--- src/rtl/irrigacao_pkg.sv ---
// Shared definitions for the multi-zone irrigation controller.
//   - state encodings ENCHER..LIMPAR and the width of the estado output
//   - zone watering mode decode (spray, drip, or spray followed by drip)
package irrigacao_pkg;

  localparam int ESTADO_W = 3;

  localparam logic [ESTADO_W-1:0] ENCHER   = 3'd0;
  localparam logic [ESTADO_W-1:0] AVALIAR  = 3'd1;
  localparam logic [ESTADO_W-1:0] ASPERGIR = 3'd2;
  localparam logic [ESTADO_W-1:0] GOTEJAR  = 3'd3;
  localparam logic [ESTADO_W-1:0] LIMPAR   = 3'd4;

  typedef enum logic [1:0] {
    MODO_ASPERSAO = 2'd0,
    MODO_GOTEJO   = 2'd1,
    MODO_ESPECIAL = 2'd2
  } modo_t;

  // Dry air -> spray; humid and hot -> drip; humid and cool -> spray then drip.
  function automatic modo_t decodifica_modo(input logic ua, input logic t);
    if (!ua) begin
      return MODO_ASPERSAO;
    end else if (t) begin
      return MODO_GOTEJO;
    end else begin
      return MODO_ESPECIAL;
    end
  endfunction

endpackage

--- src/rtl/seletor_zona_rr.sv ---
// Combinational round-robin finder: first zone with dry soil (us[z]=0),
// scanning from ponteiro upward and wrapping.
//   us       : soil humidity per zone, 1 = moist
//   ponteiro : zone where the scan starts
//   achou    : a needy zone exists
//   zona     : index of that zone (ponteiro when none found)
module seletor_zona_rr #(
  parameter int NUM_ZONES = 4,
  parameter int ZW        = 2
) (
  input  logic [NUM_ZONES-1:0] us,
  input  logic [ZW-1:0]        ponteiro,
  output logic                 achou,
  output logic [ZW-1:0]        zona
);

  always_comb begin
    int          idx;
    logic [ZW-1:0] idx_z;
    achou = 1'b0;
    zona  = ponteiro;
    idx   = 0;
    idx_z = '0;
    for (int k = 0; k < NUM_ZONES; k++) begin
      idx   = (int'(ponteiro) + k) % NUM_ZONES;
      idx_z = ZW'(idx);
      if (!achou && !us[idx_z]) begin
        achou = 1'b1;
        zona  = idx_z;
      end
    end
  end

endmodule

--- src/rtl/irrigacao_multizona.sv ---
// Multi-zone irrigation controller: one shared tank (fill / flush) and
// NUM_ZONES zones, each with a sprinkler and a drip valve, served round-robin.
//   clock, reset        : rising-edge clock, asynchronous active-high reset
//   tick                : one-cycle timebase pulse advancing phase counters
//   botao               : manual abort back to ENCHER
//   tanque_cheio/vazio  : tank level sensors
//   us                  : soil humidity per zone (1 = moist)
//   ua, t               : air humidity high, temperature high
//   estado, zona        : current state and zone being served
//   valvula_*           : Moore-decoded valve drives
//   caso_esp            : spray-then-drip flag latched for the current cycle
module irrigacao_multizona
  import irrigacao_pkg::*;
#(
  parameter int NUM_ZONES      = 4,
  parameter int ZW             = 2,
  parameter int CNT_W          = 8,
  parameter int SPRAY_TICKS    = 10,
  parameter int DRIP_TICKS     = 20,
  parameter int ESP_DRIP_TICKS = 15,
  parameter int CLEAN_TICKS    = 3
) (
  input  logic                 clock,
  input  logic                 reset,
  input  logic                 tick,
  input  logic                 botao,
  input  logic                 tanque_cheio,
  input  logic                 tanque_vazio,
  input  logic [NUM_ZONES-1:0] us,
  input  logic                 ua,
  input  logic                 t,
  output logic [ESTADO_W-1:0]  estado,
  output logic [ZW-1:0]        zona,
  output logic                 valvula_entrada,
  output logic [NUM_ZONES-1:0] valvula_aspersor,
  output logic [NUM_ZONES-1:0] valvula_gotejo,
  output logic                 valvula_limpeza,
  output logic                 caso_esp
);

  logic [ESTADO_W-1:0] estado_q, estado_d;
  logic [ZW-1:0]       zona_q, zona_d;
  logic [ZW-1:0]       ponteiro_q, ponteiro_d;
  logic [CNT_W-1:0]    cnt_q, cnt_d;
  logic                caso_q, caso_d;

  logic                achou;
  logic [ZW-1:0]       zona_sel;
  modo_t               modo;
  logic                encerra_cedo;
  logic [CNT_W-1:0]    ultimo_gotejo;

  seletor_zona_rr #(
    .NUM_ZONES (NUM_ZONES),
    .ZW        (ZW)
  ) u_seletor (
    .us       (us),
    .ponteiro (ponteiro_q),
    .achou    (achou),
    .zona     (zona_sel)
  );

  always_comb begin
    estado_d   = estado_q;
    zona_d     = zona_q;
    ponteiro_d = ponteiro_q;
    caso_d     = caso_q;
    modo          = decodifica_modo(ua, t);
    // Zone got wet or tank ran dry: abandon the phase, even a pending drip.
    encerra_cedo  = us[zona_q] | tanque_vazio;
    ultimo_gotejo = caso_q ? CNT_W'(ESP_DRIP_TICKS - 1) : CNT_W'(DRIP_TICKS - 1);

    case (estado_q)
      ENCHER: begin
        if (tanque_cheio) estado_d = AVALIAR;
      end
      AVALIAR: begin
        if (achou) begin
          zona_d   = zona_sel;
          caso_d   = (modo == MODO_ESPECIAL);
          estado_d = (modo == MODO_GOTEJO) ? GOTEJAR : ASPERGIR;
        end
      end
      ASPERGIR: begin
        if (encerra_cedo) begin
          estado_d = LIMPAR;
        end else if (tick && cnt_q == CNT_W'(SPRAY_TICKS - 1)) begin
          estado_d = caso_q ? GOTEJAR : LIMPAR;
        end
      end
      GOTEJAR: begin
        if (encerra_cedo || (tick && cnt_q == ultimo_gotejo)) estado_d = LIMPAR;
      end
      LIMPAR: begin
        if (tick && cnt_q == CNT_W'(CLEAN_TICKS - 1)) begin
          ponteiro_d = (zona_q == ZW'(NUM_ZONES - 1)) ? '0 : zona_q + 1'b1;
          caso_d     = 1'b0;
          estado_d   = tanque_vazio ? ENCHER : AVALIAR;
        end
      end
      default: estado_d = ENCHER;
    endcase

    // Manual abort wins over everything, but keeps zone and pointer.
    if (botao) begin
      estado_d   = ENCHER;
      zona_d     = zona_q;
      ponteiro_d = ponteiro_q;
      caso_d     = 1'b0;
    end

    // Counter restarts on every state entry so each phase counts from zero.
    if (botao || estado_d != estado_q) begin
      cnt_d = '0;
    end else if (tick) begin
      cnt_d = cnt_q + 1'b1;
    end else begin
      cnt_d = cnt_q;
    end
  end

  always_ff @(posedge clock or posedge reset) begin
    if (reset) begin
      estado_q   <= ENCHER;
      zona_q     <= '0;
      ponteiro_q <= '0;
      cnt_q      <= '0;
      caso_q     <= 1'b0;
    end else begin
      estado_q   <= estado_d;
      zona_q     <= zona_d;
      ponteiro_q <= ponteiro_d;
      cnt_q      <= cnt_d;
      caso_q     <= caso_d;
    end
  end

  always_comb begin
    valvula_aspersor = '0;
    valvula_gotejo   = '0;
    if (estado_q == ASPERGIR) valvula_aspersor[zona_q] = 1'b1;
    if (estado_q == GOTEJAR)  valvula_gotejo[zona_q]   = 1'b1;
  end

  assign estado          = estado_q;
  assign zona            = zona_q;
  assign caso_esp        = caso_q;
  assign valvula_entrada = (estado_q == ENCHER);
  assign valvula_limpeza = (estado_q == LIMPAR);

endmodule
--- config.mk ---
export PLATFORM = sky130hd
export DESIGN_NAME = irrigacao_multizona
export DESIGN_NICKNAME = d
export VERILOG_FILES = /design/src/rtl/irrigacao_pkg.sv /design/src/rtl/seletor_zona_rr.sv /design/src/rtl/irrigacao_multizona.sv
export SDC_FILE = /design/constraint.sdc
export NUM_CORES = 1
export LEC_CHECK = 0
export CAP_MARGIN = 20
export CORE_MARGIN = 4
export CORE_UTILIZATION = 45
export DETAILED_ROUTE_END_ITERATION = 8
export GPL_ROUTABILITY_DRIVEN = 0
export PLACE_DENSITY_LB_ADDON = 0.2
export SYNTH_ARGS = -nofsm -noshare
export SYNTH_HDL_FRONTEND = slang
export SYNTH_SLANG_ARGS = --single-unit
--- constraint.sdc ---
create_clock -name clock -period 2 [get_ports clock]
set_input_delay 0.6 -clock clock [delete_from_list [all_inputs] [get_ports clock]]
set_output_delay 0.6 -clock clock [all_outputs]
set_load 0.02 [all_outputs]
==> impl_metrics.ini <==
[die]
ios = 28
die_w_um = 61.4
initial_core_util_pct = 47.0
die_area_um2 = 3770
die_h_um = 61.4
rows = 19
core_area_um2 = 2730

[yosys]
synth_seq_cells = 16
synthTopCellsByArea = dfrtp_1 (31%), ha_1 (6.8%), nor2_1 (6.7%)
synthCells = 146
synth_top_area_cell = dfrtp_1
yosysTopAreaCellShare_pct = 31.2
ys.flop_type = dfrtp_1
yosysSeqAreaShare_pct = 31.2
netlist_area_um2 = 1280
avgSynthCellArea_um2 = 8.80
synth-async-reset-ratio_pct = 100
synth-edff-count = 0
synth.distinct_cells = 43
yosysWarnings = 0
synthesis.nets = 165

[min_path]
hold_depth = 2
worstHoldStart = cnt_q[1]$_DFFE_PP0P_
hold-path-endpoint = cnt_q[1]$_DFFE_PP0P_
hold_path.class = flop to flop

[finish]
final_common_cell = buf_4
n_antenna_cell = 0
nFillCells = 225
final_cell_count_no_fill = 244
drive_above_1_share_pct = 36.2
layout.cells.most_common_list = buf_4 (39), nor2_1 (19), dfrtp_1 (15), nand2_1 (10)
syn2layout_area_growth_pct = 47.6
nets = 234

[critical_path]
r2r-end = cnt_q[5]$_DFFE_PP0P_
worstPathMaxFanout = 8
critical_path.startpoint_type = flop
worst_setup_path_end_kind = flop
rrSetupSlack_ps = -60
crit_required_ps = 2160
worstRegToRegCells = 8
critical_path_class = flop to flop
r2r-start = estado[0]$_DFF_PP0_
arrival_ps = 2220

[timing]
fin_crit_ps = 2060
max_slew.worst_pin.slew_ps = 377
fin_crit_sh_pct = 103
fmax_mhz = 486
fin_ws_ps = -55.8
hold_violations = 0
rsz0062_at_grt = true
setup_viol = 8
maxSlewHeadroom_pct = 74.1
finalMaxSlewViolations = 0
finClkSkew_ps = 4.85

[drt]
via_per_inst = 5.41
drt_iter0_markers = 39
vias = 1321
first_pass_iters = 4
ant_nets = 0
wl_mm = 3.50
post_drt_wl_per_cell_um = 14.4
drc = 0

[global_routing]
grt-ovfl-total = 0
first_global_vias = 1318
antenna_found_initial = 0
grt_util_all_layers_pct = 20.2
grt_max_degree = 17
grt_pass1_wl_mm = 5.67

[placement]
dp_hpwl_mm = 2.84
placed_cells = 235
dp_slack_ps = -606
port_buffers = 27

[clock_tree]
clk_path_buf_depth = 2
numCtsBuffers = 3
cts_tree = done
postCtsHoldBufs = 0
cts.sinks = 16
clkLatencyLatePin_ps = 290
cts-root-buf = clkbuf_4
ctsHtreeMaxLevel = 1
clk_pin_slew_ps = 100

[power_and_ir_drop]
ir_drop_uv = 642
power_density_nw_per_um2 = 620
leakagePower_nw = 0.937

[run]
drv_cap = 0

[status]
violations = negative setup slack
run_status = complete, but fails checks
==> layer usage <==
layer  global-route usage (%)  up-vias  part of all wire [%]
li1                         -      664                     -
met1                     22.6      619                    40
met2                     37.9       30                    54
met3                     2.94        8                   4.0
met4                     8.18        0                   2.1
met5                        0        -                     0
==> critical path, stage by stage, from the launching register on <==
cell and delay [ps]:
dfrtp_2 450, buf_6 140, nor3b_4 230, buf_6 140
nand4b_1 220, a21oi_2 250, nor3b_2 80, o221ai_4 350
nor2_1 80
==> kinds of logic after synthesis <==
logic type,count (synthesis),synth area share [%]
mux,5,4.09
buf+inv,12,3.80
flops,16,31.2
simple gates,74,32.1
xor+xnor,7,4.77
fa+ha+maj,7,6.82
compound gates,25,17.2
==> through the flow <==
step                util (%)  total power, mW  hold slack (ps)  TNS (ps)  cell area, um^2
floorplan                  -            0.708              514         0             1300
global placement        67.5            0.977              565     -4820             1850
detailed placement      67.5             1.00              579     -6180             1850
CTS                     67.6             1.16              593     -12.6             1850
global route            69.4             1.26              619     -1100             1900
finish                  69.4             1.18              586      -292             1900
==> flip-flops by register name (all words and copies together), names as in the netlist <==
name / cells
caso_esp: 1
cnt_q: 8
estado: 3
ponteiro_q: 2
zona: 2
==> synthesized netlist by cell type, types with 2 or more instances <==
cell type	number
nor3_1	3
nand2_1	10
nor2_1	23
xnor2_1	3
a21boi_0	2
buf_2	3
nor2b_1	3
inv_1	9
nand2b_1	2
mux2_2	2
and4bb_1	2
mux2i_1	3
xor2_1	4
ha_1	7
nand3_1	6
nand4_1	5
a21oi_1	5
o22ai_1	3
o21ai_0	4
and3_1	9
dfrtp_1	16
==> report_power, final <==
| part | internal, mW | switching, mW | total (mW) |
|---|---|---|---|
| Combinational | 0.293 | 0.312 | 0.605 |
| Clock | 0.0699 | 0.104 | 0.174 |
| Sequential | 0.357 | 0.0391 | 0.396 |
| Total | 0.720 | 0.456 | 1.18 |
==> repair_timing <==
item | 4_1_cts | 5_1_grt
pin swaps | 11 | 7
gates resized for setup | 64 | 6
endpoints found under the setup margin | 22 | 11
setup buffers | 0 | 6
==> layout make-up <==
class | count | area [um^2] | area share (%)
repair buffers | 67 | 523 | 27.6
inverters | 9 | 33.8 | 1.78
clock buffers | 3 | 22.5 | 1.19
flip-flops and latches | 16 | 402 | 21.2
well taps | 31 | 38.8 | 2.04
multi-input cells | 118 | 877 | 46.2
==> worst max path at each step <==
stage                                   start              endpoint  slack (ps)  cells after the start
after floorplan                          tick  cnt_q[1]$_DFFE_PP0P_          10                      6
after global placement                  us[3]  cnt_q[3]$_DFFE_PP0P_        -470                      7
after detailed placement                us[3]  cnt_q[6]$_DFFE_PP0P_        -610                      7
after CTS                 estado[0]$_DFF_PP0_  cnt_q[1]$_DFFE_PP0P_         -10                      6
after global routing      estado[0]$_DFF_PP0_  cnt_q[5]$_DFFE_PP0P_        -150                      8
final                     estado[0]$_DFF_PP0_  cnt_q[5]$_DFFE_PP0P_         -60                      8
No activity file was read; power rests on OpenSTA's default activity.
